File: src/rtl/spi_target.sv
// Mode-0 SPI target, pins oversampled on clk, one-byte TX holding register.
// Define SPITGT_RXFIFO_EN for an RXFIFO_DEPTH-entry RX FIFO instead of a single RX register.
module spi_target #(
    parameter logic [7:0] IDLE_BYTE    = 8'hFF,
    parameter int         RXFIFO_DEPTH = 4
) (
    input  logic       clk,
    input  logic       rst,
    input  logic       spi_sck,
    input  logic       spi_mosi,
    input  logic       spi_ssel_n,
    output logic       spi_miso,
    output logic       spi_miso_oe,
    input  logic [7:0] txdata,
    input  logic       txwrite,
    output logic       txempty,
    output logic [7:0] rxdata,
    output logic       rxvalid,
    input  logic       rxread,
    output logic       overrun,
    input  logic       overrun_clr,
    output logic       busy
);

    typedef enum logic {
        S_IDLE,
        S_ACTIVE
    } state_t;

    state_t state, state_n;

    logic sck_s1, sck_s2, sck_d;
    logic mosi_s1, mosi_s2;
    logic ssel_s1, ssel_s2, ssel_d;

    logic       sck_rise, sck_fall, ssel_fall;
    logic       entry, leave, rx_shift, tx_fall;
    logic [2:0] cnt;
    logic [6:0] rxsr;
    logic [7:0] txsr;
    logic       load_pending;
    logic [7:0] tx_hold;
    logic [7:0] tx_next;
    logic [7:0] rx_byte;
    logic       tx_load;
    logic       push, accept, drop;

    // Two-flop synchronizers plus a delayed copy for edge detection.
    // Cleared to 0 so a select held low through reset never looks like a new edge.
    always_ff @(posedge clk) begin
        if (rst) begin
            sck_s1  <= 1'b0;
            sck_s2  <= 1'b0;
            sck_d   <= 1'b0;
            mosi_s1 <= 1'b0;
            mosi_s2 <= 1'b0;
            ssel_s1 <= 1'b0;
            ssel_s2 <= 1'b0;
            ssel_d  <= 1'b0;
        end else begin
            sck_s1  <= spi_sck;
            sck_s2  <= sck_s1;
            sck_d   <= sck_s2;
            mosi_s1 <= spi_mosi;
            mosi_s2 <= mosi_s1;
            ssel_s1 <= spi_ssel_n;
            ssel_s2 <= ssel_s1;
            ssel_d  <= ssel_s2;
        end
    end

    assign sck_rise  = sck_s2 & ~sck_d;
    assign sck_fall  = ~sck_s2 & sck_d;
    assign ssel_fall = ~ssel_s2 & ssel_d;

    assign rx_byte = {rxsr, mosi_s2};
    assign tx_next = txempty ? IDLE_BYTE : tx_hold;
    assign push    = rx_shift & (cnt == 3'd7);
    assign tx_load = entry | (tx_fall & load_pending);

    // Select state register.
    always_ff @(posedge clk) begin
        if (rst) begin
            state <= S_IDLE;
        end else begin
            state <= state_n;
        end
    end

    // Next state and per-cycle datapath strobes.
    always_comb begin
        state_n  = state;
        entry    = 1'b0;
        leave    = 1'b0;
        rx_shift = 1'b0;
        tx_fall  = 1'b0;
        unique case (state)
            S_IDLE: begin
                if (ssel_fall) begin
                    state_n = S_ACTIVE;
                    entry   = 1'b1;
                end
            end
            S_ACTIVE: begin
                if (ssel_s2) begin
                    state_n = S_IDLE;
                    leave   = 1'b1;
                end else begin
                    rx_shift = sck_rise;
                    tx_fall  = sck_fall;
                end
            end
        endcase
    end

    // Bit counter and shift registers; deselect drops any partial byte.
    always_ff @(posedge clk) begin
        if (rst) begin
            cnt          <= 3'd0;
            rxsr         <= 7'd0;
            txsr         <= 8'd0;
            load_pending <= 1'b0;
        end else if (leave) begin
            cnt          <= 3'd0;
            load_pending <= 1'b0;
        end else begin
            if (entry) begin
                txsr <= tx_next;
            end
            if (rx_shift) begin
                rxsr <= rx_byte[6:0];
                cnt  <= cnt + 3'd1;
                if (cnt == 3'd7) begin
                    load_pending <= 1'b1;
                end
            end
            if (tx_fall) begin
                if (load_pending) begin
                    txsr         <= tx_next;
                    load_pending <= 1'b0;
                end else begin
                    txsr <= {txsr[6:0], 1'b0};
                end
            end
        end
    end

    // TX holding register; a write in the load cycle stays staged.
    always_ff @(posedge clk) begin
        if (rst) begin
            tx_hold <= 8'd0;
            txempty <= 1'b1;
        end else begin
            if (tx_load) begin
                txempty <= 1'b1;
            end
            if (txwrite) begin
                tx_hold <= txdata;
                txempty <= 1'b0;
            end
        end
    end

`ifdef SPITGT_RXFIFO_EN
    localparam int AW = $clog2(RXFIFO_DEPTH);

    logic [7:0]  mem [RXFIFO_DEPTH];
    logic [AW:0] wp, rp;
    logic        empty, full, pop;

    assign empty  = (wp == rp);
    assign full   = (wp[AW] != rp[AW]) && (wp[AW-1:0] == rp[AW-1:0]);
    assign pop    = rxread & ~empty;
    assign accept = push & (~full | pop);
    assign drop   = push & ~accept;

    // RX FIFO storage and pointers; a pop frees room for a same-cycle push.
    always_ff @(posedge clk) begin
        if (rst) begin
            wp <= '0;
            rp <= '0;
            for (int i = 0; i < RXFIFO_DEPTH; i++) begin
                mem[i] <= 8'd0;
            end
        end else begin
            if (accept) begin
                mem[wp[AW-1:0]] <= rx_byte;
                wp              <= wp + 1'b1;
            end
            if (pop) begin
                rp <= rp + 1'b1;
            end
        end
    end

    assign rxdata  = mem[rp[AW-1:0]];
    assign rxvalid = ~empty;
`else
    logic [7:0] rx_hold;
    logic       rx_full;

    assign accept = push & (~rx_full | rxread);
    assign drop   = push & ~accept;

    // Single RX register; a read in the push cycle makes room.
    always_ff @(posedge clk) begin
        if (rst) begin
            rx_hold <= 8'd0;
            rx_full <= 1'b0;
        end else if (accept) begin
            rx_hold <= rx_byte;
            rx_full <= 1'b1;
        end else if (rxread) begin
            rx_full <= 1'b0;
        end
    end

    assign rxdata  = rx_hold;
    assign rxvalid = rx_full;
`endif

    // Sticky overrun; a new drop wins over a clear.
    always_ff @(posedge clk) begin
        if (rst) begin
            overrun <= 1'b0;
        end else begin
            if (overrun_clr) begin
                overrun <= 1'b0;
            end
            if (drop) begin
                overrun <= 1'b1;
            end
        end
    end

    assign spi_miso    = (state == S_ACTIVE) ? txsr[7] : 1'b1;
    assign spi_miso_oe = (state == S_ACTIVE);
    assign busy        = (state == S_ACTIVE) && (cnt != 3'd0);

endmodule
File: config.mk
export PLATFORM = sky130hd
export DESIGN_NAME = spi_target
export DESIGN_NICKNAME = d
export VERILOG_FILES = /design/src/rtl/spi_target.sv
export SDC_FILE = /design/constraint.sdc
export NUM_CORES = 1
export LEC_CHECK = 0
export ABC_AREA = 0
export BUFFER_PORTS_ARGS = -buffer_cell sky130_fd_sc_hd__clkbuf_2
export CAP_MARGIN = 20
export CORE_ASPECT_RATIO = 0.5
export CORE_MARGIN = 2
export CORE_UTILIZATION = 30
export DETAILED_ROUTE_END_ITERATION = 16
export PLACE_DENSITY_LB_ADDON = 0.25
export SYNTH_ARGS = -nofsm -noshare
export SYNTH_HDL_FRONTEND = slang
export SYNTH_SLANG_ARGS = --single-unit
File: constraint.sdc
create_clock -name clk -period 1.9 [get_ports clk]
set_input_delay 0.285 -clock clk [delete_from_list [all_inputs] [get_ports clk]]
set_output_delay 0.285 -clock clk [all_outputs]
set_load 0.05 [all_outputs]
## Yosys cells after proc, flatten, opt, wreduce, memory -nomap -nowiden

Cells that the tools add are included.

- Register bits after elaboration: 47
- Bits of input ports: 16
- Logic and storage cells: 70

- Add/sub/neg operators: 1
- Equality and inequality tests: 1
- Muxes and demuxes: 25
- Bitwise operators: 16
- Reduce and logical (&&, ||, !) cells: 9

Operator list:

| kind | count |
|---|---|
| 8-bit two-way mux | 4 |
| 1-bit two-way mux | 20 |
| 2-bit nonzero test | 4 |
| 1-bit bitwise AND | 7 |
| 1-bit NOT | 7 |
| 2-bit AND reduction | 2 |
| 3-bit by 1-bit adder with 3-bit output (second input constant) | 1 |
| 3-bit equality test (second input constant) | 1 |
| 3-bit nonzero test | 1 |
| 1-bit bitwise OR | 2 |
| 1-bit one-hot mux with 2 select lines | 1 |
| 2-bit OR reduction | 1 |
| 1-bit logical AND | 1 |

## Depth between registers and ports, before layout

Gate-level depths: netlist of the first run.

- Depth in word-level cells: 9
- Mapped depth: 5
- Gate-level depth less buffers: 5

## Worst setup path after synthesis of the first run

OpenSTA, ideal clock, no wires.

- Path kind: flip-flop to output port
- From: reg state, in the netlist spi_miso_oe
- To: out busy
- Data arrival time: 1.946 ns
- Data required time: 1.615 ns
- Path slack: -0.331 ns
- Cell stages (with the launch flop): 2
- Cells stage by stage: dfxtp_1 > a21boi_0

- Longest elaborated chain between the ends: 1

RTL lines:

| what | line | text |
|---|---|---|
| start: declaration | 30 | `state_t state, state_n;` |
| start signal: assignment | 86 | `state <= state_n;` |
| 1-bit logical AND | 238 | `assign busy = (state == S_ACTIVE) && (cnt != 3'd0);` |
| end: declaration | 22 | `output logic busy` |

No other way between the ends.

## Worst setup path after layout of the first run

- From: reg cnt[0]
- To: out busy

- Longest elaborated chain between the ends: 2

RTL lines:

| what | line | text |
|---|---|---|
| start: declaration | 38 | `logic [2:0] cnt;` |
| start signal: assignment | 132 | `cnt <= cnt + 3'd1;` |
| 3-bit nonzero test | 238 |  |
| 1-bit logical AND | 238 |  |

No other way between the ends.

==> flow_summary_export.csv, run 1 <==
group,metric,value,unit
run_status,status,"completed",
grt,grt_max_degree,29,
sta,hold_violations,0,
critical_path,max_stage_delay,350,ps
power,ir_worst_vdd,0.359,mV
cells_and_area,fin_nets,229,
yosys,synth_edf_count,0,
detailed_routing,num_vias,1291,
clocking,cts_hold_buf,0,
sta,relSlewSlack,68.2,%
yosys,synth_seq_cells,47,
critical_path,path_cells,"inv_1 -> ha_1 -> a21boi_1 -> clkbuf_2",
critical_path,critPathMaxFanout,3,
cells_and_area,seq_area,941,um^2
yosys,syn_area,0.00181,mm^2
yosys,ys_warn_count,0,
yosys,ys_types,31,
detailed_routing,remaining_drc_errors,0,
yosys,synth.largest_area_cell,"dfxtp_1",
sta,finalCritPeriodShare,84.6,%
grt,grt_pass1_vias,1222,
sta,setup_viol,0,
grt,grt_pass1_wl,5560,um
detailed_routing,viasPerCell,4.56,
yosys,netlist_top_cells_count,"47 x dfxtp_1, 23 x mux2i_1, 21 x nand2_1, 20 x nor2_1, 13 x a21oi_1",
critical_path,start_kind,"register",
critical_path,critical-path-slowest-cell,"dfxtp_1",
sta,worst_pin_slew,475,ps
die,dieArea,0.00671,mm^2
clocking,cts_buffer_depth,2,
clocking,clk_pin_slew,60,ps
die,io_pins,30,
yosys,async_reset_ff_share,0,%
clocking,htreeDepth,2,
grt,overflow,0,
yosys,netlist.area_leader.share,51.9,%
cells_and_area,stdcell_area,0.00217,mm^2
critical_path,required,1620,ps
cells_and_area,drive_gt1_share,22.4,%
sta,skew,2.43,ps
place,pre_cts_ws,318,ps
die,core_region_area,0.00566,mm^2
clocking,postCtsResizedCells,0,
critical_path,critical_path_arrival,1320,ps
yosys,avgSynthCellArea,9.95,um^2
hold_path,hold_start,"spi_mosi",
cells_and_area,syn_to_final_growth,19.8,%
critical_path,crit_buf_inv,2,
cells_and_area,n_fill_cell,561,
sta,setup_ws,293,ps
cells_and_area,utilization,38.4,%
detailed_routing,drt-initial-drc-count,46,
die,die_w,114,um
sta,hold_slack,212,ps
critical_path,critical_path_class,"register to output port",
run,maxCapViolations,0,
clocking,cts_buffers,5,
yosys,synth_cells,182,
grt,track_usage,10.5,%
detailed_routing,first_pass_iters,4,
clocking,post_cts_buffers,0,
place,postPlaceCellArea,0.00201,mm^2
die,initial_utilization,32.0,%
critical_path,setup.worst_path.end_class,"output port",
detailed_routing,drt_wl_total,3180,um
yosys,yosys-top-cells-area,"dfxtp_1 52%, mux2i_1 13%, nand2_1 4.4%",
clocking,cts_sinks,47,
yosys,ys_seq_area_share,51.9,%
clocking,root_buffer,"clkbuf_16",
critical_path,crit_path_start,"cnt[0]",
place,dp_hpwl,2290,um
detailed_routing,post_drt_wl_per_cell,11.2,um
grt,antenna_found_initial,0,
detailed_routing,ant_nets,0,
die,rows,19,
clocking,insertion_delay,270,ps
sta,rsz0062_at_grt,"no",
die,die_h,59.0,um
sta,drv_slew,0,
cells_and_area,multi_input_area,812,um^2
critical_path,cp_top_family,"buffers and inverters",
clocking,cts_tree,"done",
power,p_leak,0.968,nW
place,routabilityCongestion,0.724,
sta,fin_crit,1610,ps
yosys,yosys.cell_count.top_type,"dfxtp_1",
cells_and_area,antenna_cells,0,
yosys,synthFlopType,"dfxtp_1",
sta,fmax,0.622,GHz
yosys,syn_nets,201,
power,power_density,953,mW/mm^2
place,numPortBuffers,29,
sta,setup_tns,0,ps
critical_path,r2r-start,"spi_miso_oe",
hold_path,hp-class,"input pin to register",
worst paths after layout:
path,endpoint,slack [ps],cells after the start
setup / recovery,busy,290,4
hold reg to reg,ssel_s2,430,1
hold / removal,mosi_s1,210,2
setup reg to reg,txsr[4],330,4
final cells by class:
| class | count | share of cell area (%) |
|---|---|---|
| timing repair buffer | 30 | 7.03 |
| inverter | 4 | 0.692 |
| tap | 73 | 4.21 |
| clock buffer | 6 | 5.94 |
| clock inverter | 1 | 1.38 |
| multi-input combinational | 122 | 37.4 |
| sequential | 47 | 43.3 |
where the power goes:
group / internal [mW] / switching, mW
clock: 0.613 / 0.327
combinational: 0.0478 / 0.0530
sequential: 1.01 / 0.0176
total: 1.67 / 0.397
state kept, by name, indices dropped and copies added (netlist names), 3 cells and up:
signal,cells
tx_hold,8
rxdata,8
rxsr,7
cnt,3
txsr,8
layout by cell type, fill, tap and decap left out, types with 3 or more instances in the layout:
cell type / synthesis / layout
a21oi_1: 13 / 13
clkbuf_16: 0 / 5
clkbuf_2: 0 / 29
dfxtp_1: 47 / 47
ha_1: 3 / 3
inv_1: 4 / 4
mux2i_1: 23 / 23
nand2_1: 21 / 21
nand2b_1: 3 / 3
nor2_1: 20 / 20
nor2b_1: 9 / 9
o2bb2ai_1: 7 / 7
or2_2: 7 / 7
cell families (layout without fill, tap and decap cells):
group	Yosys count	after routing	synth area share, %
AND/OR/NAND/NOR	68	68	19.5
flip-flops	47	47	51.9
AO/OA/AOI/OAI	27	27	9.88
multiplexers	24	24	13.3
buffers and inverters	13	41	3.25
adder cells (fa/ha/maj)	3	3	2.07
per-stage QoR:
stage               total power [mW]  cells
finish                          2.07    283
global route                    2.16    283
CTS                             2.10    283
detailed placement              1.15    276
global placement                1.15    276
floorplan                       1.12    182
layer usage:
metal / track usage [%] / up-vias / wire [um]
met3: 4.02 / 2 / 163
met4: 3.14 / 0 / 27
met2: 17.1 / 20 / 1460
li1: - / 668 / -
met5: 0 / - / 0
met1: 13.1 / 601 / 1530
(Power assumes the default switching activity.)
==> run 2: changes to the inputs <==
--- a/config.mk
+++ b/config.mk
@@ -5,7 +5,7 @@
 export SDC_FILE = /design/constraint.sdc
 export NUM_CORES = 1
 export LEC_CHECK = 0
-export ABC_AREA = 0
+export ABC_AREA = 1
 export BUFFER_PORTS_ARGS = -buffer_cell sky130_fd_sc_hd__clkbuf_2
 export CAP_MARGIN = 20
 export CORE_ASPECT_RATIO = 0.5
==> constraint.sdc (replaced) <==
create_clock -name clk -period 1.4 [get_ports clk]
set_input_delay 0.21 -clock clk [delete_from_list [all_inputs] [get_ports clk]]
set_output_delay 0.21 -clock clk [all_outputs]
set_load 0.05 [all_outputs]
==> flow_summary_export.csv, run 2 <==
group,metric,value,unit
yosys,yosys-top-cells-area,"dfxtp_1 45%, nand2_1 13%, inv_1 9.0%",
die,core_region_area,0.00670,mm^2
detailed_routing,num_vias,1806,
power,power_density,1100,mW/mm^2
critical_path,r2r_end,"txsr[0]",
detailed_routing,first_pass_iters,4,
die,io_pins,30,
sta,finalCritPeriodShare,95.4,%
power,ir_worst_vdd,0.440,mV
cells_and_area,syn_to_final_growth,20.9,%
detailed_routing,remaining_drc_errors,0,
grt,grt_pass1_wl,7000,um
critical_path,required,1190,ps
critical_path,crit_buf_inv,2,
grt,grt_pass1_vias,1661,
cells_and_area,multi_input_area,892,um^2
critical_path,critPathMaxFanout,3,
grt,track_usage,11.3,%
grt,overflow,0,
sta,worst_pin_slew,358,ps
sta,hold_violations,0,
yosys,syn_nets,317,
hold_path,hold_end,"ssel_s1",
place,routabilityCongestion,0.798,
sta,rsz0062_at_grt,"no",
clocking,cts_sinks,47,
critical_path,critical-path-slowest-cell,"dfxtp_2",
yosys,synth_edf_count,0,
die,dieArea,0.00764,mm^2
yosys,synth_cells,298,
die,initial_utilization,31.0,%
critical_path,max_stage_delay,330,ps
power,p_leak,1.21,nW
hold_path,min_path_cells,3,
yosys,synthFlopType,"dfxtp_1",
yosys,ys_seq_area_share,45.3,%
detailed_routing,drt_wl_total,4140,um
sta,drv_slew,0,
clocking,cts_buffers,5,
sta,skew,2.06,ps
critical_path,rrSetupSlack,140,ps
yosys,netlist.area_leader.share,45.3,%
sta,fin_crit,1340,ps
cells_and_area,final_cell_count_no_fill,423,
hold_path,hp-class,"input pin to register",
critical_path,setup.worst_path.end_class,"output port",
place,dp_hpwl,3040,um
die,rows,21,
die,die_w,122,um
sta,setup_tns,0,ps
sta,relSlewSlack,76.1,%
detailed_routing,post_drt_wl_per_cell,9.78,um
yosys,async_reset_ff_share,0,%
cells_and_area,drive_gt1_share,19.0,%
clocking,root_buffer,"clkbuf_16",
clocking,clk_pin_slew,60,ps
yosys,avgSynthCellArea,6.97,um^2
place,dp_cells,415,
cells_and_area,final_cell_mix,"71 x nand2_1, 49 x inv_1, 44 x dfxtp_1, 31 x nor2_1, 28 x clkbuf_2",
grt,grt_max_degree,33,
critical_path,start_kind,"register",
critical_path,cp_top_family,"flip-flops",
sta,fmax,0.749,GHz
clocking,cts_hold_buf,0,
critical_path,critical_path_class,"register to output port",
detailed_routing,viasPerCell,4.27,
critical_path,r2r-start,"spi_miso_oe",
clocking,insertion_delay,280,ps
yosys,synth.largest_area_cell,"dfxtp_1",
cells_and_area,fin_nets,349,
cells_and_area,antenna_cells,0,
clocking,cts_buffer_depth,2,
critical_path,critical_path_arrival,1130,ps
yosys,syn_area,0.00208,mm^2
critical_path,path_cells,"inv_2 -> ha_2 -> a21oi_4 -> buf_8",
critical_path,worst-r2r-cell-count,7,
clocking,post_cts_buffers,0,
yosys,netlist_top_cells_count,"71 x nand2_1, 50 x inv_1, 47 x dfxtp_1, 31 x nor2_1, 23 x a21oi_1",
cells_and_area,layout_commonest_cell,"nand2_1",
place,numPortBuffers,29,
run_status,status,"completed",
grt,antenna_found_initial,0,
detailed_routing,ant_nets,0,
sta,setup_viol,0,
clocking,cts_tree,"done",
die,die_h,62.8,um
yosys,synth_seq_cells,47,
yosys,yosys.cell_count.top_type,"nand2_1",
cells_and_area,seq_area,945,um^2
hold_path,hold_start,"spi_ssel_n",
run,maxCapViolations,0,
yosys,ys_warn_count,0,
clocking,htreeDepth,2,
yosys,ys_types,22,
cells_and_area,utilization,37.5,%
cells_and_area,n_fill_cell,738,
detailed_routing,drt-initial-drc-count,81,
-- run 2: how the worst max path moves through the flow --
stage                       start        end  slack (ps)  depth (start not counted)
after detailed placement  ssel_s2    txempty         120                          7
after CTS                  cnt[1]       busy           1                          4
final                      cnt[0]       busy          60                          4
after global routing       cnt[0]       busy           9                          4
after floorplan           rxvalid  rxdata[0]           2                          6
after global placement    ssel_s2  rxdata[0]         160                          6
-- run 2: layout make-up --
| type | count | area share (%) |
|---|---|---|
| Clock inverter | 3 | 0.748 |
| Tap cell | 92 | 4.59 |
| Multi-Input combinational cell | 185 | 35.5 |
| Timing Repair Buffer | 35 | 7.98 |
| Sequential cell | 47 | 37.6 |
| Inverter | 56 | 8.52 |
| Clock buffer | 5 | 4.99 |
-- run 2: cells by family after synthesis --
| kind of cell | count (synthesis) | synth area share (%) |
|---|---|---|
| and+or+nand+nor | 138 | 29.4 |
| buffers and inverters | 66 | 12.8 |
| DFF | 47 | 45.3 |
| AOI/OAI and AO/OA | 44 | 10.6 |
| adders and majority gates | 3 | 1.81 |
-- run 2: worst reg2reg max path, delay by kind of cell (launching register included) --
family / cells / cell delay [ps]
and+or+nand+nor: 4 / 520
buffers and inverters: 2 / 150
DFF: 1 / 380
AOI/OAI and AO/OA: 1 / 120
-- run 2: timing repair --
item                       CTS  global route
setup endpoints to repair    1             7
pin swaps                    1             2
gates resized for setup      5             5
-- run 2: report_power, final --
part | switching [mW] | internal, mW
registers | 0.0187 | 1.38
logic | 0.121 | 0.0720
clock network | 0.501 | 0.661
-- run 2: per-layer routing --
metal | track usage (%) | wire, um | vias to the layer above
met3 | 2.74 | 86 | 4
met4 | 3.45 | 25 | 0
met2 | 20.4 | 2050 | 17
met5 | 0 | 0 | -
met1 | 13.3 | 1970 | 805
li1 | - | - | 980
-- run 2: through the flow --
stage               instance area (um^2)  power, mW  setup slack [ps]  hold WS, ps
detailed placement                  2340       1.62               118          395
global route                        2510       2.88              9.42          121
finish                              2510       2.75              64.0          113
CTS                                 2490       2.79              1.28          112
global placement                    2340       1.62               156          393
floorplan                           2090       1.56              1.77          279
